<file path="src/rtl/forward_ctrl_unit_if.sv">
// Decode-stage request bundle and forwarding/stall responses of the forwarding control unit.
interface forward_ctrl_unit_if #(
    parameter int CNT_W = 16
);
    logic             id_valid;
    logic [4:0]       id_rs;
    logic [4:0]       id_rt;
    logic             id_uses_rt;
    logic [4:0]       id_rd;
    logic             id_regwrite;
    logic             id_memread;
    logic             flush;
    logic [1:0]       fwd_a;
    logic [1:0]       fwd_b;
    logic             stall;
    logic [CNT_W-1:0] stall_cnt;

    modport master (
        output id_valid, id_rs, id_rt, id_uses_rt, id_rd, id_regwrite, id_memread, flush,
        input  fwd_a, fwd_b, stall, stall_cnt
    );

    modport slave (
        input  id_valid, id_rs, id_rt, id_uses_rt, id_rd, id_regwrite, id_memread, flush,
        output fwd_a, fwd_b, stall, stall_cnt
    );
endinterface

</file>
<file path="src/rtl/forward_ctrl_unit.sv">
// Forwarding select and load-use stall generation from a shadow EX/MEM/WB
// tracking pipeline that advances in lockstep with the datapath.
module forward_ctrl_unit #(
    parameter int CNT_W = 16
) (
    input logic                clk,
    input logic                rst,
    forward_ctrl_unit_if.slave bus
);
    logic             ex_valid_q, ex_rw_q, ex_mr_q;
    logic [4:0]       ex_dest_q;
    logic             mem_valid_q, mem_rw_q;
    logic [4:0]       mem_dest_q;
    logic             wb_valid_q, wb_rw_q;
    logic [4:0]       wb_dest_q;
    logic [1:0]       fwd_a_q, fwd_a_d, fwd_b_q, fwd_b_d;
    logic [CNT_W-1:0] stall_cnt_q, stall_cnt_d;
    logic             ex_src, mem_src, stall, enter;
    logic             unused_wb;

    // Nearest producer wins: the EX slot is younger than the MEM slot.
    function automatic logic [1:0] sel(input logic [4:0] s,
                                       input logic ex_ok, input logic [4:0] ex_d,
                                       input logic mem_ok, input logic [4:0] mem_d);
        if (s == 5'd0)                 return 2'd0;
        else if (ex_ok && ex_d == s)   return 2'd1;
        else if (mem_ok && mem_d == s) return 2'd2;
        else                           return 2'd0;
    endfunction

    always_comb begin
        ex_src  = ex_valid_q && ex_rw_q && (ex_dest_q != 5'd0);
        mem_src = mem_valid_q && mem_rw_q && (mem_dest_q != 5'd0);
        stall   = bus.id_valid && !bus.flush && ex_src && ex_mr_q &&
                  ((ex_dest_q == bus.id_rs) || (bus.id_uses_rt && (ex_dest_q == bus.id_rt)));
        enter   = bus.id_valid && !bus.flush && !stall;
        fwd_a_d = enter ? sel(bus.id_rs, ex_src, ex_dest_q, mem_src, mem_dest_q) : 2'd0;
        fwd_b_d = (enter && bus.id_uses_rt) ?
                  sel(bus.id_rt, ex_src, ex_dest_q, mem_src, mem_dest_q) : 2'd0;
        stall_cnt_d = (stall && (stall_cnt_q != '1)) ? stall_cnt_q + CNT_W'(1) : stall_cnt_q;
    end

    always_ff @(posedge clk) begin
        if (rst) begin
            ex_valid_q  <= 1'b0;
            ex_rw_q     <= 1'b0;
            ex_mr_q     <= 1'b0;
            ex_dest_q   <= '0;
            mem_valid_q <= 1'b0;
            mem_rw_q    <= 1'b0;
            mem_dest_q  <= '0;
            wb_valid_q  <= 1'b0;
            wb_rw_q     <= 1'b0;
            wb_dest_q   <= '0;
            fwd_a_q     <= '0;
            fwd_b_q     <= '0;
            stall_cnt_q <= '0;
        end else begin
            ex_valid_q  <= enter;
            ex_rw_q     <= enter && bus.id_regwrite;
            ex_mr_q     <= enter && bus.id_memread;
            ex_dest_q   <= bus.id_rd;
            mem_valid_q <= ex_valid_q;
            mem_rw_q    <= ex_rw_q;
            mem_dest_q  <= ex_dest_q;
            wb_valid_q  <= mem_valid_q;
            wb_rw_q     <= mem_rw_q;
            wb_dest_q   <= mem_dest_q;
            fwd_a_q     <= fwd_a_d;
            fwd_b_q     <= fwd_b_d;
            stall_cnt_q <= stall_cnt_d;
        end
    end

    // WB is tracked only; regfile write-through covers that hazard.
    assign unused_wb = ^{wb_valid_q, wb_rw_q, wb_dest_q};

    assign bus.fwd_a     = fwd_a_q;
    assign bus.fwd_b     = fwd_b_q;
    assign bus.stall     = stall;
    assign bus.stall_cnt = stall_cnt_q;
endmodule

</file>
<file path="src/flat_wrapper.sv">
// flat-port wrapper written by rule: the top's interface ports become plain ports
module forward_ctrl_unit_flat 
#(
    parameter int CNT_W = 16
)
  (clk, rst, bus_id_valid, bus_id_rs, bus_id_rt, bus_id_uses_rt, bus_id_rd, bus_id_regwrite, bus_id_memread, bus_flush, bus_fwd_a, bus_fwd_b, bus_stall, bus_stall_cnt);
  forward_ctrl_unit_if #(.CNT_W(CNT_W)) bus_i ();
  input logic clk;
  input logic rst;
  input wire logic [$bits(bus_i.id_valid)-1:0] bus_id_valid;
  input wire logic [$bits(bus_i.id_rs)-1:0] bus_id_rs;
  input wire logic [$bits(bus_i.id_rt)-1:0] bus_id_rt;
  input wire logic [$bits(bus_i.id_uses_rt)-1:0] bus_id_uses_rt;
  input wire logic [$bits(bus_i.id_rd)-1:0] bus_id_rd;
  input wire logic [$bits(bus_i.id_regwrite)-1:0] bus_id_regwrite;
  input wire logic [$bits(bus_i.id_memread)-1:0] bus_id_memread;
  input wire logic [$bits(bus_i.flush)-1:0] bus_flush;
  output wire logic [$bits(bus_i.fwd_a)-1:0] bus_fwd_a;
  output wire logic [$bits(bus_i.fwd_b)-1:0] bus_fwd_b;
  output wire logic [$bits(bus_i.stall)-1:0] bus_stall;
  output wire logic [$bits(bus_i.stall_cnt)-1:0] bus_stall_cnt;
  assign bus_i.id_valid = bus_id_valid;
  assign bus_i.id_rs = bus_id_rs;
  assign bus_i.id_rt = bus_id_rt;
  assign bus_i.id_uses_rt = bus_id_uses_rt;
  assign bus_i.id_rd = bus_id_rd;
  assign bus_i.id_regwrite = bus_id_regwrite;
  assign bus_i.id_memread = bus_id_memread;
  assign bus_i.flush = bus_flush;
  assign bus_fwd_a = bus_i.fwd_a;
  assign bus_fwd_b = bus_i.fwd_b;
  assign bus_stall = bus_i.stall;
  assign bus_stall_cnt = bus_i.stall_cnt;
  forward_ctrl_unit #(.CNT_W(CNT_W)) u_core (.clk(clk), .rst(rst), .bus(bus_i));
endmodule
</file>
<file path="config.mk">
export PLATFORM = sky130hd
export DESIGN_NAME = forward_ctrl_unit_flat
export DESIGN_NICKNAME = d
export VERILOG_FILES = /design/src/rtl/forward_ctrl_unit_if.sv /design/src/rtl/forward_ctrl_unit.sv /design/src/flat_wrapper.sv
export SDC_FILE = /design/constraint.sdc
export NUM_CORES = 1
export LEC_CHECK = 0
export BUFFER_PORTS_ARGS = -buffer_cell sky130_fd_sc_hd__buf_2
export CORE_UTILIZATION = 55
export DETAILED_ROUTE_END_ITERATION = 8
export PLACE_DENSITY = 0.92
export SYNTH_ARGS = -nofsm -noshare
export SYNTH_HDL_FRONTEND = slang
export SYNTH_SLANG_ARGS = --single-unit
</file>
<file path="constraint.sdc">
create_clock -name clk -period 2.9 [get_ports clk]
set_clock_uncertainty 0.05 [all_clocks]
set_input_delay 0.435 -clock clk [delete_from_list [all_inputs] [get_ports clk]]
set_output_delay 0.435 -clock clk [all_outputs]
set_load 0.1 [all_outputs]
</file>
; ---- Yosys cells after proc, flatten, opt, wreduce, memory -nomap -nowiden
; Cells that the tools add are included.
; W data, S select, Z words.
[totals]
regBits = 35
in_bits = 22
out_inout_bits = 21
elab_cells = 53
[op_classes]
n_addsub = 1
eq_ne = 5
mux = 4
bitwise = 2
n_reduce_logical = 29
[op_table]
columns = op, n
row1 = $eq A5 B5 Y1, 4
row2 = $logic_and A1 B1 Y1, 18
row3 = $add A16 B1 Y16 const B, 1
row4 = $ne A16 B16 Y1 const B, 1
row5 = $logic_not A5 Y1, 2
row6 = $reduce_bool A5 Y1, 2
row7 = $reduce_or A4 Y1, 2
row8 = $reduce_or A3 Y1, 2
row9 = $mux W2, 2
row10 = $logic_not A1 Y1, 2
row11 = $mux W1, 2
row12 = $not A1 Y1, 2
row13 = $logic_or A1 B1 Y1, 1

; ---- Logic depth before layout (Yosys ltp)
[logic_depth]
ltp_word = 10
mapped_depth = 8
mapped_depth_nobuf = 7

; ---- Worst setup path after synthesis
; Ideal clock, no wire load.
[synth_timing]
path_type = register to register
startpoint = register u_core.stall_cnt_q[0] (netlist: u_core.bus.stall_cnt[0])
endpoint = register u_core.stall_cnt_q[1] (netlist: u_core.bus.stall_cnt[1])
setup_time_ns = 0.128
arrival_time_ns = 2.451
required_ns = 2.722
setup_slack_ns = 0.272
path_stages_with_launch = 9
n_path_buf = 1
synth_period_minus_slack_ns = 2.628
cell_sequence = dfxtp_1 ha_1 nand2_1 or3_1 o2111a_1 o21ai_2 buf_4 mux2i_1 nor2_1
[synth_between]
elab_chain_len = 2
word_cells_on_any_way = 3
cone_classes = add/sub: 1 / eq/ne: 1 / reduce/logical: 1
[synth_lines]
columns = element, line
row1 = from (decl), forward_ctrl_unit.sv:17  ; logic [CNT_W-1:0] stall_cnt_q, stall_cnt_d;
row2 = from (signal assigned), forward_ctrl_unit.sv:71  ; stall_cnt_q <= stall_cnt_d;
row3 = "parallel branches: the longest is 2 deep, another holds $add A16 B1 Y16", --
; Several ways; the timed one is not identified.
; A chain may end at the register's enable or synchronous reset.

; ---- Worst setup path in the final report
[layout_timing]
startpoint = register u_core.ex_dest_q[4]
endpoint = output port bus_stall
[layout_between]
elab_chain_len = 5
word_cells_on_any_way = 9
cone_classes = eq/ne: 2 / reduce/logical: 7
[layout_lines]
columns = element, line
row1 = from (decl), forward_ctrl_unit.sv:11  ; logic [4:0] ex_dest_q;
row2 = from (signal assigned), forward_ctrl_unit.sv:62  ; ex_dest_q <= bus.id_rd;
row3 = $reduce_bool A5 Y1, forward_ctrl_unit.sv:32  ; ex_src = ex_valid_q && ex_rw_q && (ex_dest_q != 5'd0);
row4 = $logic_and A1 B1 Y1, forward_ctrl_unit.sv:32
row5 = $logic_and A1 B1 Y1 (2 in a row), forward_ctrl_unit.sv:34  ; stall = bus.id_valid && !bus.flush && ex_src && ex_mr_q &&
row6 = $logic_and A1 B1 Y1 *, forward_ctrl_unit.sv:34
row7 = to (decl), flat_wrapper.sv:20  ; output wire logic [$bits(bus_i.stall)-1:0] bus_stall;
; Mark *: on every way between the ends. The rest lies on a longest branch, timed or not.

==> out/summary.txt <==
Status - finished, violations left
Failing checks - design-rule violations
Die Width - 57.7 microns
CP Capture Type - output pin
Core Area - 2850 sq um
Synth Area in Simple Gates - 30.6%
Nets - 255
WL final - 3950 microns
Fraction of final layout cells sized beyond drive strength 1 - 26.6%
Count leader, synth - dfxtp_1
CTS resizes - 0
CP required - 2410 ps
Max Cap Violations - 0
Mapped Cells - 188
Drt via density - 6.03
Initial Utilization - 59.8%
Period Utilization, post-route - 91.3%
CP delay by family, top - flip-flops
First-pass DRT Iterations - 6
Largest family of logic cells by synthesized area - simple AND/OR/NAND/NOR gates
Global Route Usage Sum - 26.2%
Hold-fix buffers, CTS - 0
Synth Area in Compound Gates - 15.0%
H-tree Lvls - 2
Congestion Overflow GR - 0
Clk sinks - 35
Root buffer cell - clkbuf_4
I/O Buffers - 42
Maximum clock rate - 0.378 GHz
Cell accounting for the most synthesized area - dfxtp_1
CTS tree - done
Tmin final - 2650 ps
Register area share after synthesis - 41.1%
Commonest cells in the netlist - dfxtp_1, xnor2_1, a21oi_1
Switching power total - 223 uW
Post-Route Setup TNS - 0 ps
Final hold violations - 0
Slew headroom - 62.3%
Mapped Area - 1710 sq um
Post-CTS setup buffers - 0
Net Count, Synth - 211
Worst IR Drop VDD - 0.382 mV
Synth warn - 0
Pwr dens - 463 nW/um^2
Worst Path Class, Setup - reg -> out
Detailed placement HPWL - 2670 microns
Die ar. - 3330 sq um
Boundary pin count - 43
Initial antenna violation count - 0
Routed len/inst - 15.0 microns
Starting DRT DRC Count - 109
Placed Area - 1930 sq um
Slowest Stage Delay on Critical Path - 470 ps
Worst Path Max Fanout - 5
Critical Path, Cell by Cell - xnor2_1 -> nand3_1 -> nor3_4 -> o2111a_1 -> buf_2
Die height - 57.7 microns
DRC violations left - 3
Largest net degree at the start of global routing - 31
Yosys reg bits - 35
Reg clk slew, reported paths - 110 ps
CP startpoint kind - flip-flop
Sequential power share - 53.8%
Number of buffers created by CTS - 5
P&R area growth vs syn - 17.6%
Worst-Margin Slew - 566 ps
ANT nets after route - 0
Number of enable flip-flop cells after synthesis - 0
Worst-skew pair later-pin latency - 350 ps
CP bufs+invs - 1
Ys async rst share - 0%
WP data arrival - 2160 ps
First-pass GRT wire length - 6560 microns
Count of cell types in the netlist - 39
Slowest CP cell - dfxtp_1
XOR/XNOR share of the synthesized area - 9.75%
Sw frac - 24.0%
Final setup fails - 0
Ranking of synthesized cells by area - dfxtp_1, xnor2_1, nor2b_1, a21oi_1, or3_1
Logic pwr share - 8.2%
Main synth FF type - dfxtp_1
Clk buf depth - 2
RSZ-0062 raised after global routing - no
Power Internal - 706 uW
Adder-Cell Fraction of Synth Area - 0.733%
Rows - 19
Mux cell area share after synthesis - 0.587%
DR vias - 1,591
Max Slew Vio Count - 0
Vias in the first global route - 1,405
Clock power frac - 38.0%
Worst hold path type - in -> reg
Fin area - 2010 sq um
Pleak - 0.777 nW
Routability cong. - 0.878
Top cell type's share of synthesized area - 41.1%
Syn_area_per_cell - 9.08 sq um
Fillers - 229
Antenna Cells - 0
==> layer usage <==
| metal | GRT usage, % | wire (microns) | share of wire (%) |
|---|---|---|---|
| met1 | 34.9 | 1760 | 45 |
| met2 | 40.7 | 1850 | 47 |
| met3 | 7.59 | 259 | 6.6 |
| met4 | 9.52 | 76 | 1.9 |
| met5 | 0 | 0 | 0 |
==> worst register-to-register path, delay by kind of cell (launching register included) <==
family / cells / cell delay [ps]
DFF: 1 / 470
AOI/OAI and AO/OA: 2 / 420
and+or+nand+nor: 3 / 1010
xor gates and xnor gates: 1 / 150
==> metrics by stage <==
stage | setup slack [ps] | hold WS [ps] | total power [mW] | util [%] | instances
after CTS | 241 | 238 | 0.931 | 70.4 | 264
after detailed placement | 490 | 431 | 0.585 | 67.5 | 256
final | 251 | 241 | 0.930 | 70.4 | 264
after global placement | 571 | 416 | 0.581 | 67.5 | 256
after global routing | 132 | 226 | 0.970 | 70.4 | 264
after floorplan | 272 | 408 | 0.555 | - | 188
==> power by group through the flow <==
stage	combinational [mW]	sequential, mW	clock, mW
2_1_floorplan	0.0472	0.507	0
3_3_place_gp	0.0712	0.510	0
3_5_place_dp	0.0741	0.511	0
4_1_cts	0.0759	0.500	0.356
5_1_grt	0.0820	0.502	0.386
6_report	0.0761	0.500	0.353
==> sequential cells by signal, summed over array words and instances, names as in the netlist <==
register,flops
u_core.ex_mr_q,1
u_core.bus.fwd_a,2
u_core.mem_dest_q,5
u_core.bus.stall_cnt,16
u_core.ex_valid_q,1
u_core.ex_rw_q,1
u_core.mem_rw_q,1
u_core.bus.fwd_b,2
u_core.ex_dest_q,5
u_core.mem_valid_q,1
==> cell usage in the layout (no fill, tap or decap), drive strengths merged <==
cell type	Yosys	final
mux2i	1	1
dfxtp	35	35
bufinv	0	1
o311a	2	2
or4	5	5
clkinv	0	2
clkbuf	2	5
o211ai	1	1
nor3	10	10
inv	2	2
nand3	12	12
o31ai	4	4
and4	2	2
ha	1	1
nor2	8	8
nor4	2	2
or3	12	12
nand4	4	4
a2111oi	1	1
and3	5	5
xor2	3	3
nand2b	1	1
a31oi	2	2
and2	3	3
o2111a	2	2
xnor2	16	16
nor2b	13	13
nand2	10	10
nor4b	1	1
o21ai	9	9
o2111ai	1	1
a21oi	15	15
buf	3	42
==> final cells by class <==
type / count / area (sq um) / share of cell area, %
clock buffer: 5 / 37.5 / 1.87
timing repair buffer: 42 / 210 / 10.5
tap: 31 / 38.8 / 1.93
clock inverter: 3 / 43.8 / 2.18
multi-input combinational: 146 / 968 / 48.3
inverter: 2 / 7.51 / 0.374
sequential: 35 / 701 / 34.9
==> logic make-up after synthesis <==
group	Yosys count
AND/OR/NAND/NOR	88
AO/OA/AOI/OAI	37
flip-flops	35
XOR/XNOR	19
buffers and inverters	7
multiplexers	1
adder cells (fa/ha/maj)	1
==> worst paths after layout <==
check | startpoint | to | slack [ps] | depth (start not counted)
worst max-delay path | u_core.ex_dest_q[4]$_SDFF_PP0_ | bus_stall | 250 | 5
worst min-delay path | bus_id_rd[2] | u_core.ex_dest_q[2]$_SDFF_PP0_ | 240 | 2
worst max register to register | u_core.ex_dest_q[4]$_SDFF_PP0_ | u_core.bus.stall_cnt[13]$_SDFFE_PP0P_ | 710 | 6
worst min register to register | u_core.ex_rw_q$_SDFF_PP0_ | u_core.mem_rw_q$_SDFF_PP0_ | 440 | 1
Power figures use the tool's default switching activity.
